[config.mk]
export PLATFORM = sky130hd
export DESIGN_NAME = rps_scoreboard
export DESIGN_NICKNAME = d
export VERILOG_FILES = /design/src/rtl/rps_scoreboard.sv
export SDC_FILE = /design/constraint.sdc
export NUM_CORES = 1
export LEC_CHECK = 0
export ABC_CLOCK_PERIOD_IN_PS = 4420
export CAP_MARGIN = 20
export CORE_UTILIZATION = 51
export DETAILED_ROUTE_END_ITERATION = 10
export PLACE_DENSITY = 0.84
export SLEW_MARGIN = 20
export SYNTH_ARGS = -nofsm -noshare
export SYNTH_HDL_FRONTEND = slang
export SYNTH_SLANG_ARGS = --single-unit
[constraint.sdc]
create_clock -name clk -period 4.42 [get_ports clk]
set_input_delay 0.884 -clock clk [delete_from_list [all_inputs] [get_ports clk]]
set_output_delay 0.884 -clock clk [all_outputs]
set_load 0.01 [all_outputs]
[src/rtl/rps_scoreboard.sv]
// Rock-paper-scissors match scoreboard: arms the upstream game, scores each round, ends the match on a win target or round cap.
// Round latency 4 cycles minimum (ARM..SCORE); waits on upstream ready handshake indefinitely, no timeout.
module rps_scoreboard #(
   parameter int WIN_TARGET = 3,
   parameter int MAX_ROUNDS = 9,
   parameter int CNT_W      = 4
) (
   input  logic             clk,
   input  logic             rst,
   input  logic             new_match,
   input  logic [1:0]       result,
   input  logic             ready,
   output logic             start,
   output logic [CNT_W-1:0] p1_score,
   output logic [CNT_W-1:0] p2_score,
   output logic [CNT_W-1:0] tie_count,
   output logic [CNT_W-1:0] round_count,
   output logic             round_valid,
   output logic             match_over,
   output logic [1:0]       winner
);

   typedef enum logic [2:0] {
      S_IDLE, S_ARM, S_WAIT_LO, S_WAIT_HI, S_SCORE, S_DONE
   } state_t;

   localparam logic [1:0] RES_NONE = 2'b00;
   localparam logic [1:0] RES_P1   = 2'b01;
   localparam logic [1:0] RES_P2   = 2'b10;
   localparam logic [1:0] WIN_NONE = 2'b00;
   localparam logic [1:0] WIN_P1   = 2'b01;
   localparam logic [1:0] WIN_P2   = 2'b10;
   localparam logic [1:0] WIN_DRAW = 2'b11;
   localparam logic [CNT_W-1:0] WIN_CNT = CNT_W'(WIN_TARGET);
   localparam logic [CNT_W-1:0] MAX_CNT = CNT_W'(MAX_ROUNDS);

   state_t           state_q, state_d;
   logic [1:0]       res_q, res_d;
   logic [CNT_W-1:0] p1_q, p1_d, p2_q, p2_d, tie_q, tie_d, rc_q, rc_d;
   logic [1:0]       winner_q, winner_d;
   logic             start_q, start_d, round_valid_q, round_valid_d, match_over_q, match_over_d;
   logic [CNT_W-1:0] p1_inc, p2_inc, tie_inc, rc_inc;
   logic             hit_p1, hit_p2, hit_cap;

   // Post-increment tallies for the round held in res_q; the exit decision in SCORE uses these.
   always_comb begin
      p1_inc  = p1_q;
      p2_inc  = p2_q;
      tie_inc = tie_q;
      rc_inc  = rc_q + 1'b1;
      case (res_q)
         RES_P1:  p1_inc  = p1_q + 1'b1;
         RES_P2:  p2_inc  = p2_q + 1'b1;
         default: tie_inc = tie_q + 1'b1;
      endcase
      hit_p1  = (p1_inc == WIN_CNT);
      hit_p2  = (p2_inc == WIN_CNT);
      hit_cap = (rc_inc == MAX_CNT);
   end

   always_ff @(posedge clk) begin
      if (rst) begin
         state_q       <= S_IDLE;
         res_q         <= RES_NONE;
         p1_q          <= '0;
         p2_q          <= '0;
         tie_q         <= '0;
         rc_q          <= '0;
         winner_q      <= WIN_NONE;
         start_q       <= 1'b0;
         round_valid_q <= 1'b0;
         match_over_q  <= 1'b0;
      end else begin
         state_q       <= state_d;
         res_q         <= res_d;
         p1_q          <= p1_d;
         p2_q          <= p2_d;
         tie_q         <= tie_d;
         rc_q          <= rc_d;
         winner_q      <= winner_d;
         start_q       <= start_d;
         round_valid_q <= round_valid_d;
         match_over_q  <= match_over_d;
      end
   end

   always_comb begin
      state_d = state_q;
      if (new_match) begin
         state_d = S_ARM;
      end else begin
         case (state_q)
            S_IDLE:    state_d = S_IDLE;
            S_ARM:     state_d = S_WAIT_LO;
            // A still-high ready here belongs to the previous round.
            S_WAIT_LO: if (!ready) state_d = S_WAIT_HI;
            S_WAIT_HI: if (ready && result != RES_NONE) state_d = S_SCORE;
            S_SCORE:   state_d = (hit_p1 || hit_p2 || hit_cap) ? S_DONE : S_ARM;
            S_DONE:    state_d = S_DONE;
            default:   state_d = S_IDLE;
         endcase
      end
   end

   always_comb begin
      res_d    = res_q;
      p1_d     = p1_q;
      p2_d     = p2_q;
      tie_d    = tie_q;
      rc_d     = rc_q;
      winner_d = winner_q;
      if (new_match) begin
         res_d    = RES_NONE;
         p1_d     = '0;
         p2_d     = '0;
         tie_d    = '0;
         rc_d     = '0;
         winner_d = WIN_NONE;
      end else if (state_q == S_WAIT_HI && ready && result != RES_NONE) begin
         res_d = result;
      end else if (state_q == S_SCORE) begin
         p1_d  = p1_inc;
         p2_d  = p2_inc;
         tie_d = tie_inc;
         rc_d  = rc_inc;
         if (hit_p1)
            winner_d = WIN_P1;
         else if (hit_p2)
            winner_d = WIN_P2;
         else if (hit_cap)
            winner_d = (p1_inc > p2_inc) ? WIN_P1 : (p2_inc > p1_inc) ? WIN_P2 : WIN_DRAW;
      end
      // Pulses are registered from the next state, so each is high exactly while its state is occupied.
      start_d       = (state_d == S_ARM);
      round_valid_d = (state_d == S_SCORE);
      match_over_d  = (state_d == S_DONE);
   end

   assign start       = start_q;
   assign round_valid = round_valid_q;
   assign match_over  = match_over_q;
   assign winner      = winner_q;
   assign p1_score    = p1_q;
   assign p2_score    = p2_q;
   assign tie_count   = tie_q;
   assign round_count = rc_q;

endmodule

* Yosys cells after proc, flatten, opt, wreduce, memory -nomap -nowiden
Index checks and enable logic that the tools add are counted.
Storage, ports and cells: word-level logic and storage cells 55, register bits 26
Operators by class: equal/unequal tests 13, reduce and logical (&&, ||, !) cells 12, add/subtract/negate cells 4, multiplexer cells 12, magnitude comparators 2, bitwise operators 2
Operators by type and width (count):
- $add 4x1->4 const B | 4
- $pmux 3 s5 | 1
- $eq 3x3->1 const B | 4
- $mux 3 | 4
- $eq 4x2->1 const B | 2
- $gt 4x4->1 | 2
- $mux 2 | 4
- $mux 4 | 2
- $eq 3x1->1 const B | 2
- $eq 3x2->1 const B | 2
- $reduce_and 3->1 | 2
- $eq 4x4->1 const B | 1
- $reduce_or 2->1 | 2
- $logic_and 1x1->1 | 3
- $reduce_bool 3->1 | 1
- $eq 2x1->1 const B | 1
- $eq 2x2->1 const B | 1
- $logic_or 1x1->1 | 2
- $not 1->1 | 2
- $reduce_and 2->1 | 1
- $reduce_bool 2->1 | 1
- $mux 1 | 1

* Longest topological paths before layout
depth after elaboration 9, gate-level depth with buffers 11, gate-level depth less buffers 10

* Least setup slack after synthesis
No wires, ideal clock.
kind register -> register, from register res_q[1], to register winner_q[0] (netlist: winner[0]), required time 4287 ps, cell stages (with the launch flop) 12, buffers on the path 1, arrival time 1942 ps, slack 2346 ps, path through dfxtp_1 -> inv_1 -> ha_1 -> clkbuf_1 -> nand4_1 -> xor2_1 -> ha_1 -> a21oi_1 -> and3_1 -> a41o_1 -> nand4b_1 -> a31oi_1
Between the ends: cells in the longest elaborated chain, start to end 8
Ends and longest elaborated chain:
- start, declared | RTL line 38 | logic [1:0] res_q, res_d;
- start signal, assigned | RTL line 75 | res_q <= res_d;
- $eq 2x2->1 or $eq 2x1->1 (tied branches) | RTL line 51 | case (res_q)
- $mux 4 | RTL line 51
- $gt 4x4->1 | RTL line 131 | winner_d = (p1_inc > p2_inc) ? WIN_P1 : (p2_inc > p1_inc) ? WIN_P2 : WIN_DRAW;
- $mux 1 | RTL line 131
- $mux 2 | RTL line 131
- $mux 2 | RTL line 130 | else if (hit_cap)
- $mux 2 | RTL line 128 | else if (hit_p2)
- $mux 2 | RTL line 126 | if (hit_p1)
- end signal, assigned | RTL line 80 | winner_q <= winner_d;
- end, declared | RTL line 40 | logic [1:0] winner_q, winner_d;
Several ways; a longest one is shown, not always the timed one. The select of a mux whose other input is x is not followed. A chain may end at the register's enable or synchronous reset.

* Worst setup path in the final report
from register p2_q[0] (netlist: p2_score[0]), to output p2_score[0]
RTL lines:
- start, declared | RTL line 39 | logic [CNT_W-1:0] p1_q, p1_d, p2_q, p2_d, tie_q, tie_d, rc_q, rc_d;
- start signal, assigned | RTL line 77 | p2_q <= p2_d;
- end, declared | RTL line 15 | output logic [CNT_W-1:0] p2_score,
No word-level cell between the ends.

==> impl_results.md <==
- Outcome: finished, final reports clean
- Top cell type's share of synthesized area: 0.3633
- Unrepaired setup endpoints after global routing: false
- First-pass GRT wire length: 4353 um
- Slew Limit Fails: 0
- Tot GR Track Use: 0.2056
- Drt wl/cell: 12.90 um
- Mapped Cells: 169
- Final Critical Period: 2.327 ns
- Initial antenna violation count: 0
- # setup viols final: 0
- Slowest-stage cell, CP: clkdlybuf4s50_1
- Synth cell types: 39
- Hold Fails Final Rpt: 0
- Crit path kind: register to output port
- Worst Hold Class: register to register
- Seq cells post-synth: 26
- Setup bufs post-CTS: 0
- IO Pins: 27
- Sequential area share after synthesis: 0.3633
- Final Skew: 0.009786 ns
- Clk slew on worst S/H paths: 0.13 ns
- Layout cell share with drive strength beyond 1: 0.03665
- Hold buffers post-CTS: 0
- Fin crit share: 0.5264
- 1st-pass router iterations: 4
- Root buf cell: clkbuf_4
- Final WL: 2850 um
- CTS Buf Count: 3
- DR vias/cell: 5.624
- Max Root-Sink Buffers: 2
- Synth top cells by count: 26 x dfxtp_1, 20 x nor2_1, 19 x nand2_1
- Achievable Freq: 429.8 MHz
- Die area: 0.003025 mm^2
- Most numerous cell in the Yosys netlist: dfxtp_1
- CP Launch Type: register
- Synth Net Count: 186
- DRC: 0
- GP Congestion: 0.7544
- Synth-to-layout area growth: 20.26%
- Number of global-route vias before repair: 1058
- Critical-path cell list: clkdlybuf4s50_1
- Cell row count: 18
- DR iter-0 viols: 22
- Worst-path fanout max: 9
- Antenna-violating nets left: 0
- Critical Path End Type: output port
- CP required: 3.54 ns
- Power Dens Cells: 204.1 mW/mm^2
- Fin nets: 210
- Netlist Area Pre-Place: 0.001433 mm^2
- Congestion Overflow GR: 0
- Cts repair resizes: 0
- Yosys top cell by area: dfxtp_1
- Async SR Flop Fraction: 0
- PortBufs: 26
- Lkg Pwr: 0.0006339 uW
- Predominant post-synthesis flop cell: dfxtp_1
- Setup_tns: 0 ns
- Relative slew slack: 0.5143
- DP HPWL: 2139 um
- Clk_lat worst skew: 0.32 ns
- Core area: 0.002567 mm^2
- Highest cell delay on the worst timing path: 0.60 ns
- Clock H-tree levels: 1
- Pin count of the biggest net entering global routing: 23
- VDD IR max: 0.1682 mV
- Syn_area_per_cell: 8.477 um^2
- CTS Sinks: 26
- Number of synthesized flops with an enable pin: 0
- CP top delay family: buffers and inverters
- Worst Path Buf+Inv: 1
- Top cells by area, synth: dfxtp_1 36%, ha_1 9.6%, xor2_1 6.1%
- Starting Density: 0.5580
- Arr. time, crit path: 1.44 ns
- Maxcap violations: 0
- Die X: 55 um
- Fin Hold WS: 0.4972 ns
- Worst-Margin Slew: 0.7278 ns
- Syn. warnings: 0
- Antenna cells: 0
- DIE HEIGHT: 55 um
- Routed via count: 1243
- CTS tree: yes
state kept, by name, indices dropped and copies added (netlist names):
signal	cells
p1_score	4
p2_score	4
round_count	4
tie_count	4
state_q	3
res_q	2
winner	2
match_over	1
round_valid	1
start	1
layout make-up:
class | count | area (um^2)
clock buffers | 3 | 22.52
multi-input cells | 131 | 863.3
fillers | 210 | 844.6
well taps | 30 | 37.54
flip-flops and latches | 26 | 520.5
repair buffers | 26 | 260.3
inverters | 5 | 18.77
cells in the final DEF, fill, tap and decap left out, drive strengths merged, types with 2 or more instances in the layout:
cell	n
nand4	2
nand3	8
xnor2	6
clkbuf	3
or2	2
nand2b	2
inv	5
a31oi	2
nand4b	3
o21ai	5
o211a	2
and3	3
nand3b	2
xor2	10
nor3	3
dfxtp	26
a21oi	13
clkdlybuf4s50	26
nand2	19
or3	3
nor2	20
ha	11
per-stage QoR:
stage | setup WS [ns] | power, uW | util | cells | instance area (um^2)
2_1_floorplan | 2.346 | 249.2 | - | 169 | 1433
3_3_place_gp | 1.744 | 256.3 | 0.6623 | 218 | 1700
3_5_place_dp | 1.698 | 256.6 | 0.6623 | 218 | 1700
4_1_cts | 2.060 | 351.5 | 0.6711 | 221 | 1723
5_1_grt | 2.000 | 362.4 | 0.6711 | 221 | 1723
6_report | 2.093 | 351.6 | 0.6711 | 221 | 1723
layer usage:
metal / track usage / vias to the layer above / share of wire
met1: 0.2354 / 565 / 0.46
met2: 0.3755 / 31 / 0.49
met3: 0.02459 / 5 / 0.032
met4: 0.09583 / 0 / 0.015
li1: - / 642 / -
met5: 0 / - / 0
power breakdown:
group          leakage [uW]  switching [uW]  total [uW]  internal, uW
Sequential         0.000210            2.10         238           236
Combinational      0.000410            6.78        13.7          6.90
Clock             0.0000138            68.1         100          31.9
kinds of logic (layout without fill, tap and decap cells):
group | count (synthesis) | in the layout | share of synthesized area
AND/OR/NAND/NOR | 73 | 73 | 0.2646
flip-flops | 26 | 26 | 0.3633
buffers and inverters | 12 | 34 | 0.03406
adder cells (fa/ha/maj) | 11 | 11 | 0.09607
AO/OA/AOI/OAI | 29 | 29 | 0.1293
multiplexers | 2 | 2 | 0.01485
XOR/XNOR | 16 | 16 | 0.09781
worst reg2reg max path, stage by stage (launching register included):
cell and delay (ns):
dfxtp_1 0.38, ha_1 0.33, nand4_1 0.15, xor2_1 0.29, ha_1 0.33, a21oi_1 0.13, and3_1 0.22, a41o_1 0.12
nand4b_1 0.10, a31oi_1 0.16
final timing paths:
path	start	endpoint	slack, ns	cells past startpoint
max	p2_score[0]	p2_score[0]	2.09	1
min	tie_count[3]	tie_count[3]	0.50	2
max reg2reg	res_q[0]	winner[0]	2.15	9
min reg2reg	tie_count[3]	tie_count[3]	0.50	2
Note: power is estimated with default switching activity, not from simulation.
